==> src/rtl/mipi_dphy_tx_pkg.sv <==
// rtl/mipi_dphy_tx_pkg.sv - shared types, constants and lane helpers for the D-PHY TX lane controller
package mipi_dphy_tx_pkg;

    typedef enum logic [2:0] {
        ST_IDLE,
        ST_LPX,
        ST_PREP,
        ST_HS_ZERO,
        ST_SYNC,
        ST_DATA,
        ST_TRAIL,
        ST_EXIT
    } tx_state_t;

    localparam int         NUM_LANES = 4;
    localparam logic [7:0] SYNC_BYTE = 8'hB8;

    // LP line codes as {p, n}
    localparam logic [1:0] LP11 = 2'b11;
    localparam logic [1:0] LP01 = 2'b01;
    localparam logic [1:0] LP00 = 2'b00;

    // Lane 0 occupies the most significant byte of a beat.
    function automatic logic [7:0] lane_byte(input logic [31:0] word, input int lane);
        return word[8*(NUM_LANES-1-lane) +: 8];
    endfunction

    // Trailer: each lane repeats the inverse of the final bit it sent (bit 7, as
    // bytes go out LSB first).
    function automatic logic [31:0] trail_word(input logic [31:0] word);
        logic [31:0] t;
        logic [7:0]  b;
        t = '0;
        for (int l = 0; l < NUM_LANES; l++) begin
            b = lane_byte(word, l);
            t[8*(NUM_LANES-1-l) +: 8] = {8{~b[7]}};
        end
        return t;
    endfunction

endpackage

==> src/rtl/mipi_tx_timer.sv <==
// rtl/mipi_tx_timer.sv - 8-bit loadable down-counter shared by the timed burst states
// Ports: clk, rst_n (async, active-low); load/value reload the counter;
// done is high while the counter sits at zero.
module mipi_tx_timer (
    input  logic       clk,
    input  logic       rst_n,
    input  logic       load,
    input  logic [7:0] value,
    output logic       done
);

    logic [7:0] count;

    always_ff @(posedge clk or negedge rst_n) begin
        if (!rst_n) begin
            count <= '0;
        end else if (load) begin
            count <= value;
        end else if (count != 8'd0) begin
            count <= count - 8'd1;
        end
    end

    assign done = (count == 8'd0);

endmodule

==> src/rtl/mipi_dphy_tx_lane_ctrl.sv <==
// rtl/mipi_dphy_tx_lane_ctrl.sv - four-lane D-PHY HS burst sequencer (LP request, HS-zero, sync, payload, trail, exit)
// Ports: I_clk/I_rst_n clock and async active-low reset; I_hs_req burst request;
// I_data/I_data_valid/I_last/O_data_ready payload stream; O_lptx_valid/p/n LP driver;
// O_hs_en/O_hs_data HS driver; O_busy burst in progress; O_underflow payload ran dry.
module mipi_dphy_tx_lane_ctrl
    import mipi_dphy_tx_pkg::*;
#(
    parameter int T_LPX        = 2,
    parameter int T_HS_PREPARE = 2,
    parameter int T_HS_ZERO    = 6,
    parameter int T_HS_TRAIL   = 3,
    parameter int T_HS_EXIT    = 4
) (
    input  logic        I_clk,
    input  logic        I_rst_n,
    input  logic        I_hs_req,
    input  logic [31:0] I_data,
    input  logic        I_data_valid,
    input  logic        I_last,
    output logic        O_data_ready,
    output logic        O_lptx_valid,
    output logic        O_lptx_p,
    output logic        O_lptx_n,
    output logic        O_hs_en,
    output logic [31:0] O_hs_data,
    output logic        O_busy,
    output logic        O_underflow
);

    // Timer is loaded with P-1 so each timed state lasts exactly P cycles.
    localparam logic [7:0] LPX_LOAD   = 8'(T_LPX - 1);
    localparam logic [7:0] PREP_LOAD  = 8'(T_HS_PREPARE - 1);
    localparam logic [7:0] ZERO_LOAD  = 8'(T_HS_ZERO - 1);
    localparam logic [7:0] TRAIL_LOAD = 8'(T_HS_TRAIL - 1);
    localparam logic [7:0] EXIT_LOAD  = 8'(T_HS_EXIT - 1);

    tx_state_t   state, state_n;
    logic        tmr_load, tmr_done;
    logic [7:0]  tmr_value;
    logic        accept;
    logic        lptx_valid_n, hs_en_n, ready_n, busy_n;
    logic [1:0]  lp_code_n;
    logic [31:0] hs_data_n;

    mipi_tx_timer u_timer (
        .clk   (I_clk),
        .rst_n (I_rst_n),
        .load  (tmr_load),
        .value (tmr_value),
        .done  (tmr_done)
    );

    assign accept      = O_data_ready & I_data_valid;
    // Ready is only ever high in SYNC/DATA, so this is the "stream ran dry" cycle.
    assign O_underflow = O_data_ready & ~I_data_valid;

    always_comb begin
        state_n   = state;
        tmr_load  = 1'b0;
        tmr_value = '0;
        case (state)
            ST_IDLE: if (I_hs_req) begin
                state_n = ST_LPX;     tmr_load = 1'b1; tmr_value = LPX_LOAD;
            end
            ST_LPX: if (tmr_done) begin
                state_n = ST_PREP;    tmr_load = 1'b1; tmr_value = PREP_LOAD;
            end
            ST_PREP: if (tmr_done) begin
                state_n = ST_HS_ZERO; tmr_load = 1'b1; tmr_value = ZERO_LOAD;
            end
            ST_HS_ZERO: if (tmr_done) begin
                state_n = ST_SYNC;
            end
            // Without an accepted beat we either just showed the last one
            // (ready was dropped) or the source ran dry; both end the burst.
            ST_SYNC, ST_DATA: begin
                if (accept) begin
                    state_n = ST_DATA;
                end else begin
                    state_n = ST_TRAIL; tmr_load = 1'b1; tmr_value = TRAIL_LOAD;
                end
            end
            ST_TRAIL: if (tmr_done) begin
                state_n = ST_EXIT;    tmr_load = 1'b1; tmr_value = EXIT_LOAD;
            end
            ST_EXIT: if (tmr_done) begin
                state_n = ST_IDLE;
            end
            default: state_n = ST_IDLE;
        endcase
    end

    // Output values for the coming state, registered alongside it.
    always_comb begin
        lptx_valid_n = 1'b1;
        lp_code_n    = LP11;
        hs_en_n      = 1'b0;
        hs_data_n    = '0;
        ready_n      = 1'b0;
        busy_n       = (state_n != ST_IDLE);
        case (state_n)
            ST_LPX:     lp_code_n = LP01;
            ST_PREP:    lp_code_n = LP00;
            ST_HS_ZERO: begin
                lptx_valid_n = 1'b0; lp_code_n = LP00; hs_en_n = 1'b1;
            end
            ST_SYNC: begin
                lptx_valid_n = 1'b0; lp_code_n = LP00; hs_en_n = 1'b1;
                hs_data_n    = {NUM_LANES{SYNC_BYTE}};
                ready_n      = 1'b1;
            end
            // DATA is only entered on an accepted beat; hold off further beats
            // while the last one is on the wire.
            ST_DATA: begin
                lptx_valid_n = 1'b0; lp_code_n = LP00; hs_en_n = 1'b1;
                hs_data_n    = I_data;
                ready_n      = ~I_last;
            end
            ST_TRAIL: begin
                lptx_valid_n = 1'b0; lp_code_n = LP00; hs_en_n = 1'b1;
                hs_data_n    = (state == ST_TRAIL) ? O_hs_data : trail_word(O_hs_data);
            end
            default: ;
        endcase
    end

    always_ff @(posedge I_clk or negedge I_rst_n) begin
        if (!I_rst_n) begin
            state        <= ST_IDLE;
            O_lptx_valid <= 1'b1;
            O_lptx_p     <= 1'b1;
            O_lptx_n     <= 1'b1;
            O_hs_en      <= 1'b0;
            O_hs_data    <= '0;
            O_data_ready <= 1'b0;
            O_busy       <= 1'b0;
        end else begin
            state        <= state_n;
            O_lptx_valid <= lptx_valid_n;
            O_lptx_p     <= lp_code_n[1];
            O_lptx_n     <= lp_code_n[0];
            O_hs_en      <= hs_en_n;
            O_hs_data    <= hs_data_n;
            O_data_ready <= ready_n;
            O_busy       <= busy_n;
        end
    end

endmodule

==> config.mk <==
export PLATFORM = sky130hd
export DESIGN_NAME = mipi_dphy_tx_lane_ctrl
export DESIGN_NICKNAME = d
export VERILOG_FILES = /design/src/rtl/mipi_dphy_tx_pkg.sv /design/src/rtl/mipi_tx_timer.sv /design/src/rtl/mipi_dphy_tx_lane_ctrl.sv
export SDC_FILE = /design/constraint.sdc
export NUM_CORES = 1
export LEC_CHECK = 0
export BUFFER_PORTS_ARGS = -buffer_cell sky130_fd_sc_hd__clkbuf_2
export CORE_MARGIN = 3
export CORE_UTILIZATION = 53
export DETAILED_ROUTE_END_ITERATION = 10
export PLACE_DENSITY = 0.94
export REMOVE_ABC_BUFFERS = 1
export SYNTH_ARGS = -nofsm -noshare
export SYNTH_HDL_FRONTEND = slang
export SYNTH_SLANG_ARGS = --single-unit
==> constraint.sdc <==
create_clock -name I_clk -period 5.45 [get_ports I_clk]
set_clock_uncertainty 0.2 [all_clocks]
set_input_delay 0.8175 -clock I_clk [delete_from_list [all_inputs] [get_ports I_clk]]
set_output_delay 0.8175 -clock I_clk [all_outputs]
set_load 0.05 [all_outputs]
==> reports/summary.md <==
## Critical path
• CP Buf/Inv Count: 1
• cell with the largest stage delay on the worst path: sky130_fd_sc_hd__nor3b_2
• cell-by-cell trace of the critical path: inv_1 > ha_1 > nor3b_2 > nand3_1 > o221ai_2 > o311ai_0
• start-to-end type of the worst setup path: reg2reg
• CP peak stage delay: 0.67 ns
• number of cells on the critical path: 6
• number of cells on the worst reg-to-reg path: 6
• critical path data arrival time: 2.54 ns
• cell family with the largest share of critical-path delay: simple AND/OR/NAND/NOR gates
• kind of launch point of the worst setup path: flop
• category of the worst setup path capture point: flop
• maximum fanout along the worst path: 12
• data required time at the worst endpoint: 5.40 ns

## CTS
• count of buffers added by post-CTS timing repair for setup: 0
• TritonCTS clock tree: built
• Clk pin slew, worst setup/hold paths: 0.09 ns
• CTS Hold Buffers Added: 0
• post-cts repair resize count: 0
• clock latency on the worst-skew pair: 0.31 ns
• Max clock buf depth: 2
• total clock sinks: 49
• TritonCTS Buffers: 5
• Clock Root Buffer: sky130_fd_sc_hd__clkbuf_8
• H-tree depth: 2

## Power
• VDD IR-drop max: 363 µV
• switch share: 48.4%
• power density normalized to cell area: 631 nW/µm²
• P_sw: 0.807 mW
• Gate power share: 51.3%
• Leakage Power: 1.33 nW
• Internal Pwr Total: 0.860 mW
• Clock Power Share: 12.8%
• relative contribution of sequential cells to total power: 35.9%

## Timing
• fin. max-slew vios: 0
• Final period util: 47.6%
• Setup Viol. Count Final: 0
• highest achievable clock rate: 386 MHz
• headroom to the max-slew limit: 18.6%
• Post-Route Setup TNS: 0 ns
• number of hold violations in the final report: 0
• time the worst path needs with I/O delays and setup: 2.59 ns
• Worst Tran Pin Value: 1.22 ns
• RSZ-0062 raised after global routing: false

## Floorplan
• effective utilization at floorplan: 57.4%
• Die Span X: 70.4 µm
• die area: 4950 µm²
• Die H: 70.4 µm
• placeable core area: 3830 µm²
• IO Pins: 76
• site row count: 22

## Logic synthesis
• most common flop cell mapped by yosys: sky130_fd_sc_hd__dfrtp_1
• warning count from the yosys run: 0
• mean instance size in the synthesized netlist: 12.3 µm²
• sequential-to-total area share from yosys stat: 56.0%
• Post-synth EDFFs: 0
• share of flip-flops with an asynchronous set or reset: 100%
• number of synthesized register bits: 49
• synthesized cell area: 2200 µm²
• number of standard cells after synthesis: 178
• number of distinct library cells after synthesis: 46

## Outcome
• run status: finished clean

## Global route
• via count of the first global-routing pass: 1717
• global-route wire length before repair: 8360 µm
• gr ovfl total: 0
• number of antenna violations at the first check in global routing: 0
• global routing usage summed across all routing layers: 21.5%
• maximum number of pins on one net before global-route repair: 50

## Routing
• aggregate routed wire length: 5250 µm
• Top Layer Used: met4
• met2 WL: 2470 µm
• DRC Markers: 0
• via count: 1835
• detail-routed net length per standard cell: 17.6 µm
• met1 wire length: 2240 µm
• met3 wire length: 481 µm
• DR vias/cell: 6.16
• number of iterations in the first detailed-routing pass: 4
• final antenna-violating net count: 0
• number of DRC markers after the initial detailed-route iteration: 131

## Placement
• DP Cell Count: 290
• count of buffers inserted at the top-level ports: 75
• area of placed instances: 2560 µm²
• half-perimeter wire length after detailed placement: 3750 µm
• routability congestion estimate: 0.786

## Cells and area
• Ant. Diodes: 0
• number of non-filler instances in the completed layout: 298
• fraction of layout instances using a drive strength above 1: 38.4%
• final-stage net count: 288
• area delta synth->final: 20.3%
• Non-Filler Cell Area, Final: 2640 µm²

## Hold path
• worst hold path depth: 1
• path category of the worst min-delay check: reg2reg

## Run
• total of max-cap violations: 0

==> per-stage QoR <==
step / util (%) / power (mW) / setup WS (ns) / hold slack (ns)
2_1_floorplan: - / 1.24 / 2.93 / 0.322
3_3_place_gp: 66.8 / 1.42 / 3.00 / 0.296
3_5_place_dp: 66.8 / 1.46 / 2.92 / 0.303
4_1_cts: 69.1 / 1.67 / 2.91 / 0.323
5_1_grt: 69.1 / 1.76 / 2.65 / 0.340
6_report: 69.1 / 1.67 / 2.86 / 0.320
==> cells in the mapped netlist (2+ instances only) <==
cell	instances	area share (%)
sky130_fd_sc_hd__dfrtp_1	46	52
sky130_fd_sc_hd__a221o_1	32	15
sky130_fd_sc_hd__nor2_1	13	2.2
sky130_fd_sc_hd__clkbuf_1	8	1.4
sky130_fd_sc_hd__inv_1	7	1.2
sky130_fd_sc_hd__a21oi_1	6	1.4
sky130_fd_sc_hd__o21ai_0	5	1.1
sky130_fd_sc_hd__nand2_1	4	0.68
sky130_fd_sc_hd__a31oi_1	3	0.85
sky130_fd_sc_hd__buf_8	3	2.0
sky130_fd_sc_hd__dfstp_2	3	3.6
sky130_fd_sc_hd__nand3_1	3	0.68
sky130_fd_sc_hd__nor2b_1	3	0.85
sky130_fd_sc_hd__xnor2_1	3	1.2
sky130_fd_sc_hd__a21o_1	2	0.68
sky130_fd_sc_hd__a221oi_1	2	0.80
sky130_fd_sc_hd__ha_1	2	1.1
sky130_fd_sc_hd__mux2i_1	2	0.91
sky130_fd_sc_hd__nand2b_1	2	0.57
sky130_fd_sc_hd__o21ai_1	2	0.46
sky130_fd_sc_hd__or4_1	2	0.68
==> power groups by stage <==
stage / combinational, mW / sequential, mW / clock [mW]
after floorplan: 0.420 / 0.823 / 0
after global placement: 0.821 / 0.596 / 0
after detailed placement: 0.856 / 0.600 / 0
after CTS: 0.856 / 0.596 / 0.217
after global routing: 0.914 / 0.612 / 0.231
final: 0.855 / 0.598 / 0.214
==> worst paths after layout <==
path,from,endpoint,slack [ns]
worst max-delay path,u_timer.count[0]$_DFFE_PN0P_,u_timer.count[1]$_DFFE_PN0P_,2.86
worst min-delay path,O_hs_data[29]$_DFFE_PN0P_,O_hs_data[29]$_DFFE_PN0P_,0.32
worst max register to register,u_timer.count[0]$_DFFE_PN0P_,u_timer.count[1]$_DFFE_PN0P_,2.86
worst min register to register,O_hs_data[29]$_DFFE_PN0P_,O_hs_data[29]$_DFFE_PN0P_,0.32
max in group asynchronous,I_rst_n,O_hs_data[27]$_DFFE_PN0P_,4.25
min in group asynchronous,I_rst_n,state[1]$_DFF_PN0_,0.39
==> cells in the final DEF (no fill, tap or decap), types with 3 or more instances in the layout <==
| cell | synthesis | layout |
|---|---|---|
| sky130_fd_sc_hd__dfrtp_1 | 46 | 46 |
| sky130_fd_sc_hd__dfstp_2 | 3 | 3 |
| sky130_fd_sc_hd__a221o_1 | 32 | 32 |
| sky130_fd_sc_hd__clkbuf_2 | 0 | 75 |
| sky130_fd_sc_hd__clkbuf_8 | 0 | 5 |
| sky130_fd_sc_hd__nor2_1 | 13 | 12 |
| sky130_fd_sc_hd__inv_1 | 7 | 7 |
| sky130_fd_sc_hd__a31oi_1 | 3 | 3 |
| sky130_fd_sc_hd__a21oi_1 | 6 | 6 |
| sky130_fd_sc_hd__o21ai_0 | 5 | 5 |
| sky130_fd_sc_hd__nor2b_1 | 3 | 3 |
| sky130_fd_sc_hd__xnor2_1 | 3 | 3 |
| sky130_fd_sc_hd__nand3_1 | 3 | 3 |
| sky130_fd_sc_hd__nand2_1 | 4 | 4 |
==> routing by layer <==
| layer | up-vias | GRT usage (%) |
|---|---|---|
| met5 | - | 0 |
| met4 | 0 | 10.9 |
| met3 | 6 | 5.04 |
| met2 | 84 | 32.3 |
| met1 | 909 | 29.1 |
| li1 | 836 | - |
==> cells by family (layout without fill, tap and decap cells) <==
logic type / count (synthesis) / after routing / share of synthesized area [%]
AOI/OAI and AO/OA: 61 / 61 / 23.6
DFF: 49 / 49 / 56.0
and+or+nand+nor: 40 / 40 / 11.1
buffers and inverters: 19 / 91 / 5.13
xor gates and xnor gates: 4 / 4 / 1.59
muxes: 3 / 3 / 1.42
adders and majority gates: 2 / 2 / 1.14
==> area by class of cell <==
type,instances,area (µm²)
clock buffer,6,72.6
clock inverter,2,15.0
fill,293,1180
inverter,7,26.3
multi-input combinational,110,857
sequential,49,1230
tap,48,60.1
timing repair buffer,76,383
==> sequential cells by signal, summed over array words and instances (netlist names) <==
| register | count |
|---|---|
| O_data_ready | 1 |
| O_lptx_p | 1 |
| state | 3 |
| O_hs_data | 32 |
| O_busy | 1 |
| O_lptx_valid | 1 |
| O_lptx_n | 1 |
| u_timer.count | 8 |
| O_hs_en | 1 |
==> worst reg2reg max path: stages (launching register included) <==
cell                       delay [ns]
sky130_fd_sc_hd__dfrtp_1         0.41
sky130_fd_sc_hd__inv_1           0.12
sky130_fd_sc_hd__ha_1            0.20
sky130_fd_sc_hd__nor3b_2         0.67
sky130_fd_sc_hd__nand3_1         0.25
sky130_fd_sc_hd__o221ai_2        0.42
sky130_fd_sc_hd__o311ai_0        0.17
(Power assumes the default switching activity.)
